===== src/rtl/protocore_pkg.sv =====
// Shared ProtoCore instruction-format constants: opcodes, field positions, HALT word
// and the per-opcode field-keep table used by both encoder and decoder.
package protocore_pkg;

  localparam logic [3:0] OP_ADD  = 4'h0;
  localparam logic [3:0] OP_SUB  = 4'h1;
  localparam logic [3:0] OP_AND  = 4'h2;
  localparam logic [3:0] OP_OR   = 4'h3;
  localparam logic [3:0] OP_XOR  = 4'h4;
  localparam logic [3:0] OP_NOT  = 4'h5;
  localparam logic [3:0] OP_SHL  = 4'h6;
  localparam logic [3:0] OP_SHR  = 4'h7;
  localparam logic [3:0] OP_ADDI = 4'h8;
  localparam logic [3:0] OP_LDI  = 4'h9;
  localparam logic [3:0] OP_LD   = 4'hA;
  localparam logic [3:0] OP_ST   = 4'hB;
  localparam logic [3:0] OP_BEQ  = 4'hC;
  localparam logic [3:0] OP_BNE  = 4'hD;
  localparam logic [3:0] OP_JMP  = 4'hE;
  localparam logic [3:0] OP_HALT = 4'hF;

  localparam int WORD_W   = 24;
  localparam int OPC_LSB  = 20;
  localparam int RA_LSB   = 16;
  localparam int RB_LSB   = 12;
  localparam int RD_LSB   = 8;
  localparam int DATA_LSB = 0;

  localparam logic [23:0] HALT_WORD = 24'hF00000;

  typedef enum logic [2:0] {
    ST_IDLE   = 3'd0,
    ST_ACCEPT = 3'd1,
    ST_WRITE  = 3'd2,
    ST_PAD    = 3'd3,
    ST_DONE   = 3'd4,
    ST_ERROR  = 3'd5
  } enc_state_e;

  // Returns {keep_ra, keep_rb, keep_rd, keep_data} for an opcode class.
  function automatic logic [3:0] field_keep(input logic [3:0] op);
    logic [3:0] keep;
    case (op)
      OP_ADD, OP_SUB, OP_AND, OP_OR, OP_XOR: keep = 4'b1110;
      OP_NOT, OP_SHL, OP_SHR:                keep = 4'b1010;
      OP_ADDI, OP_LDI, OP_LD:                keep = 4'b1011;
      OP_ST, OP_BEQ, OP_BNE:                 keep = 4'b1101;
      OP_JMP:                                keep = 4'b1001;
      OP_HALT:                               keep = 4'b0000;
      default:                               keep = 4'b0000;
    endcase
    return keep;
  endfunction

endpackage


===== src/rtl/instr_pack.sv =====
// Combinational packer: masks fields unused by the opcode class and concatenates
// them into a canonical 24-bit ProtoCore word.
module instr_pack
  import protocore_pkg::*;
(
  input  logic [3:0]  opcode_i,
  input  logic [3:0]  ra_i,
  input  logic [3:0]  rb_i,
  input  logic [3:0]  rd_i,
  input  logic [7:0]  data_i,
  output logic [23:0] word_o
);

  logic [3:0] keep_s;

  // Apply the opcode-class field mask and assemble the word.
  always_comb begin
    keep_s = field_keep(opcode_i);
    word_o = {opcode_i,
              keep_s[3] ? ra_i   : 4'h0,
              keep_s[2] ? rb_i   : 4'h0,
              keep_s[1] ? rd_i   : 4'h0,
              keep_s[0] ? data_i : 8'h00};
  end

endmodule


===== src/rtl/instruction_encoder.sv =====
// Program loader: accepts field bundles, writes packed words sequentially into
// instruction memory, appends HALT when needed and holds the CPU while loading.
module instruction_encoder
  import protocore_pkg::*;
#(
  parameter int ADDR_W = 8
) (
  input  logic              clk,
  input  logic              rst_n,
  input  logic              start,
  input  logic              in_valid,
  output logic              in_ready,
  input  logic [3:0]        in_opcode,
  input  logic [3:0]        in_ra,
  input  logic [3:0]        in_rb,
  input  logic [3:0]        in_rd,
  input  logic [7:0]        in_data,
  input  logic              in_last,
  output logic              imem_we,
  output logic [ADDR_W-1:0] imem_addr,
  output logic [23:0]       imem_wdata,
  output logic              cpu_hold,
  output logic              done,
  output logic              overflow,
  output logic [ADDR_W:0]   word_count
);

  localparam logic [ADDR_W:0]   LAST_PTR = {1'b0, {ADDR_W{1'b1}}};
  localparam logic [ADDR_W:0]   CNT_ONE  = (ADDR_W+1)'(1);
  localparam logic [ADDR_W-1:0] ADDR_ONE = ADDR_W'(1);

  enc_state_e        state_q, state_d;
  logic [ADDR_W:0]   cnt_q, cnt_d;
  logic [ADDR_W-1:0] addr_q, addr_d;
  logic [23:0]       wdata_q, wdata_d;
  logic              last_q, last_d;
  logic              in_ready_q, in_ready_d;
  logic              imem_we_q, imem_we_d;
  logic              cpu_hold_q, cpu_hold_d;
  logic              done_q, done_d;
  logic              overflow_q, overflow_d;

  logic [23:0]       packed_s;
  logic [ADDR_W-1:0] ptr_s;
  logic              at_end_s;

  instr_pack u_pack (
    .opcode_i (in_opcode),
    .ra_i     (in_ra),
    .rb_i     (in_rb),
    .rd_i     (in_rd),
    .data_i   (in_data),
    .word_o   (packed_s)
  );

  // The write pointer is the low part of the word counter; they advance together.
  assign ptr_s    = cnt_q[ADDR_W-1:0];
  assign at_end_s = (cnt_q == LAST_PTR);

  // FSM next-state logic.
  always_comb begin
    state_d = state_q;
    case (state_q)
      ST_IDLE, ST_DONE, ST_ERROR: begin
        if (start) state_d = ST_ACCEPT;
        else       state_d = state_q;
      end
      ST_ACCEPT: begin
        if (in_valid) state_d = ST_WRITE;
        else          state_d = ST_ACCEPT;
      end
      ST_WRITE: begin
        if (!last_q)                                  state_d = at_end_s ? ST_ERROR : ST_ACCEPT;
        else if (wdata_q[23:OPC_LSB] == OP_HALT)      state_d = ST_DONE;
        else                                          state_d = at_end_s ? ST_ERROR : ST_PAD;
      end
      ST_PAD:  state_d = ST_DONE;
      default: state_d = ST_IDLE;
    endcase
  end

  // Datapath next-state: counter, captured word and write address.
  always_comb begin
    cnt_d   = cnt_q;
    addr_d  = addr_q;
    wdata_d = wdata_q;
    last_d  = last_q;
    case (state_q)
      ST_IDLE, ST_DONE, ST_ERROR: begin
        if (start) cnt_d = '0;
        else       cnt_d = cnt_q;
      end
      ST_ACCEPT: begin
        if (in_valid) begin
          addr_d  = ptr_s;
          wdata_d = packed_s;
          last_d  = in_last;
        end else begin
          addr_d  = addr_q;
        end
      end
      ST_WRITE: begin
        cnt_d = cnt_q + CNT_ONE;
        if (state_d == ST_PAD) begin
          addr_d  = ptr_s + ADDR_ONE;
          wdata_d = HALT_WORD;
        end else begin
          addr_d  = addr_q;
        end
      end
      ST_PAD:  cnt_d = cnt_q + CNT_ONE;
      default: cnt_d = cnt_q;
    endcase
  end

  // FSM outputs, decoded from the next state so they can be registered.
  always_comb begin
    in_ready_d = 1'b0;
    imem_we_d  = 1'b0;
    cpu_hold_d = 1'b0;
    done_d     = 1'b0;
    overflow_d = 1'b0;
    case (state_d)
      ST_IDLE:   cpu_hold_d = 1'b0;
      ST_ACCEPT: begin
        in_ready_d = 1'b1;
        cpu_hold_d = 1'b1;
      end
      ST_WRITE, ST_PAD: begin
        imem_we_d  = 1'b1;
        cpu_hold_d = 1'b1;
      end
      ST_DONE:   done_d = 1'b1;
      // A truncated program must never be released to the CPU.
      ST_ERROR: begin
        overflow_d = 1'b1;
        cpu_hold_d = 1'b1;
      end
      default:   cpu_hold_d = 1'b0;
    endcase
  end

  // State, datapath and output registers.
  always_ff @(posedge clk or negedge rst_n) begin
    if (!rst_n) begin
      state_q    <= ST_IDLE;
      cnt_q      <= '0;
      addr_q     <= '0;
      wdata_q    <= 24'h000000;
      last_q     <= 1'b0;
      in_ready_q <= 1'b0;
      imem_we_q  <= 1'b0;
      cpu_hold_q <= 1'b0;
      done_q     <= 1'b0;
      overflow_q <= 1'b0;
    end else begin
      state_q    <= state_d;
      cnt_q      <= cnt_d;
      addr_q     <= addr_d;
      wdata_q    <= wdata_d;
      last_q     <= last_d;
      in_ready_q <= in_ready_d;
      imem_we_q  <= imem_we_d;
      cpu_hold_q <= cpu_hold_d;
      done_q     <= done_d;
      overflow_q <= overflow_d;
    end
  end

  assign in_ready   = in_ready_q;
  assign imem_we    = imem_we_q;
  assign imem_addr  = addr_q;
  assign imem_wdata = wdata_q;
  assign cpu_hold   = cpu_hold_q;
  assign done       = done_q;
  assign overflow   = overflow_q;
  assign word_count = cnt_q;

endmodule


===== config.mk =====
export PLATFORM = sky130hd
export DESIGN_NAME = instruction_encoder
export DESIGN_NICKNAME = d
export VERILOG_FILES = /design/src/rtl/protocore_pkg.sv /design/src/rtl/instr_pack.sv /design/src/rtl/instruction_encoder.sv
export SDC_FILE = /design/constraint.sdc
export NUM_CORES = 1
export LEC_CHECK = 0
export CAP_MARGIN = 10
export CELL_PAD_IN_SITES_DETAIL_PLACEMENT = 0
export CELL_PAD_IN_SITES_GLOBAL_PLACEMENT = 1
export CORE_UTILIZATION = 27
export CTS_CLUSTER_DIAMETER = 80
export DETAILED_ROUTE_END_ITERATION = 10
export GPL_ROUTABILITY_DRIVEN = 0
export HOLD_SLACK_MARGIN = 0.02
export PLACE_DENSITY_LB_ADDON = 0.25
export SLEW_MARGIN = 20
export SYNTH_ARGS = -nofsm -noshare
export SYNTH_HDL_FRONTEND = slang
export SYNTH_SLANG_ARGS = --single-unit

===== constraint.sdc =====
create_clock -name clk -period 2.1 [get_ports clk]
set_input_delay 0.42 -clock clk [delete_from_list [all_inputs] [get_ports clk]]
set_output_delay 0.42 -clock clk [all_outputs]
set_load 0.05 [all_outputs]

==> impl_metrics.env <==
export IMPL_nets=347
export IMPL_yosysUniqueCellTypes=42
export IMPL_cts_hold_buf=0
export IMPL_via_per_inst=4.58
export IMPL_clk_pin_slew_ns=0.09
export IMPL_synth_warnings=0
export IMPL_final_common_cell="clkdlybuf4s50_1"
export IMPL_die_w_um=93.5
export IMPL_fin_crit_ns=2.04
export IMPL_ant_nets=0
export IMPL_synth_edf_count=0
export IMPL_rsz0062_at_grt="no"
export IMPL_avgSynthCellArea_um2=9.71
export IMPL_multi_input_area_um2=933
export IMPL_ios=75
export IMPL_max_cap_violations=0
export IMPL_rows=33
export IMPL_routed_wl_um=5870
export IMPL_htreeDepth=2
export IMPL_worst_pin_slew_ns=0.728
export IMPL_clock_path_buffers=2
export IMPL_seq_area_mm2=0.00126
export IMPL_fillers=839
export IMPL_ys_seq_area_share_pct=55.3
export IMPL_drt_pass1_iterations=6
export IMPL_place_area_mm2=0.00322
export IMPL_synth_area_top_cells="dfrtp_1 55%, nand2_1 9.8%, nand3_1 4.9%, o21ai_1 2.9%, o21ai_0 2.2%"
export IMPL_crit_fanout=5
export IMPL_endpoint_kind="output pin"
export IMPL_slew_headroom_pct=51.2
export IMPL_critPathLaunchType="flop"
export IMPL_clock_sinks=50
export IMPL_grt_pass1_vias=1894
export IMPL_min_period_over_period_pct=97.0
export IMPL_wl_per_cell_um=13.9
export IMPL_grt_util_all_layers_pct=14.5
export IMPL_core_area_mm2=0.00818
export IMPL_grt_pass1_wl_um=9810
export IMPL_num_vias=1931
export IMPL_async_flop_share_pct=100
export IMPL_fin_cells=422
export IMPL_power_leakage_uw=0.00151
export IMPL_hpwlAfterDp_um=4250
export IMPL_final_hold_violation_count=0
export IMPL_final_cell_mix="70 x clkdlybuf4s50_1, 59 x nand2_1, 45 x dfrtp_1"
export IMPL_syn_to_final_growth_pct=48.9
export IMPL_start_util_pct=27.7
export IMPL_power_density_mw_per_mm2=1580
export IMPL_io_buffers=74
export IMPL_hold_path_class="in -> async"
export IMPL_n_antenna_cell=0
export IMPL_cts_root_buf="clkbuf_8"
export IMPL_drive_gt1_share_pct=12.9
export IMPL_die_area_mm2=0.00875
export IMPL_overflow=0
export IMPL_grt_max_degree=33
export IMPL_cts_buffers=5
export IMPL_dp_cells=414
export IMPL_final_area_mm2=0.00337
export IMPL_ys_flop_type="dfrtp_1"
export IMPL_antenna_found_initial=0
export IMPL_drc=0
export IMPL_drt_iter0_drc=74
export IMPL_tns_ns=0
export IMPL_setup_viol=0
export IMPL_skew_ns=0.00449
export IMPL_drv_slew=0
export IMPL_critical_path_class="reg -> out"
export IMPL_max_freq_mhz=491
export IMPL_cts_tree="done"
export IMPL_ys_ff_latch=50
export IMPL_ir_drop_uv=684
export IMPL_yosys_area_top_type="dfrtp_1"
export IMPL_synth_top_area_share_pct=55.3
export IMPL_insertion_delay_ns=0.30
export IMPL_netlist_instances=233
export IMPL_synth_fp_nets=264
export IMPL_arrival_ns=1.62
export IMPL_cp_required_ns=1.68
export IMPL_die_y_um=93.5
export IMPL_synth_area_mm2=0.00226
export IMPL_status="finished clean"
## synth_stat cells, drive strengths merged, types with 2 or more instances
library cell,n
nor3,3
ha,2
and4,2
a31oi,4
nor2,4
o31ai,2
nand2,59
a31o,4
dfrtp,50
inv,8
nor3b,2
a41oi,2
buf,7
xnor2,3
nand3,22
and3,3
clkbuf,4
xor2,4
a21oi,4
and2,5
nand2b,2
o21ai,23
## repair_timing
| item | CTS | global route |
|---|---|---|
| setup endpoints to repair | 0 | 5 |
| setup buffers | 0 | 0 |
| resized for setup | 0 | 3 |
## critical path: stages, from the launching register on
cell and delay (ns):
dfrtp_2 0.39, buf_4 0.13, clkdlybuf4s50_1 0.79
## metrics by stage
stage               util (%)  worst slack [ns]  power, uW  hold slack [ns]
detailed placement      39.4            0.0554       4540            0.412
floorplan                  -            0.0502       3480            0.124
global route            41.2           0.00369       5670           0.0920
global placement        39.4            0.0693       4510            0.418
CTS                     41.1            0.0232       5390           0.0724
finish                  41.2            0.0631       5330           0.0670
## per-layer routing
metal  GRT usage, %  vias up  share of wire, %  wire, um
li1               -      971                 -         -
met1           20.8      915                50      2930
met2           22.0       40                45      2660
met3           2.76        5               3.5       206
met4           4.23        0               1.2        70
met5              0        -                 0         0
## kinds of logic (layout without fill, tap and decap cells)
| logic type | count (synthesis) | in the layout | synth area share (%) |
|---|---|---|---|
| AOI/OAI and AO/OA | 47 | 47 | 13.8 |
| adders and majority gates | 2 | 2 | 1.11 |
| DFF | 50 | 50 | 55.3 |
| muxes | 2 | 2 | 0.940 |
| xor gates and xnor gates | 7 | 7 | 2.71 |
| buffers and inverters | 19 | 103 | 4.09 |
| and+or+nand+nor | 106 | 106 | 22.1 |
## where the power goes
group          internal [uW]  total, uW  switching, uW
sequential              1300       1560            254
combinational           1030       2930           1910
clock                    508        839            330
## registers in the layout, indices dropped and copies added (netlist names)
register,count
done,1
imem_wdata,24
word_count,9
cpu_hold,1
state_q,3
overflow,1
in_ready,1
imem_we,1
imem_addr,8
last_q,1
## cell type report
type | instances | area share (%)
Clock buffer | 6 | 2.45
Clock inverter | 2 | 1.78
Inverter | 8 | 0.892
Multi-Input combinational cell | 164 | 27.7
Sequential cell | 50 | 37.3
Tap cell | 105 | 3.90
Timing Repair Buffer | 87 | 25.9
## path summary, 6_finish.rpt
| check | slack [ns] | cells past startpoint | to | start |
|---|---|---|---|---|
| max in group asynchronous | 1.48 | 2 | word_count[0] | rst_n |
| min in group clk | 0.47 | 2 | imem_wdata[11] | imem_wdata[11] |
| max | 0.06 | 2 | word_count[1] | word_count[1] |
| min reg2reg | 0.47 | 2 | imem_wdata[11] | imem_wdata[11] |
| min | 0.07 | 1 | imem_wdata[6] | rst_n |
| max reg2reg | 0.16 | 9 | imem_wdata[14] | word_count[0] |
Note: power is estimated with default switching activity, not from simulation.
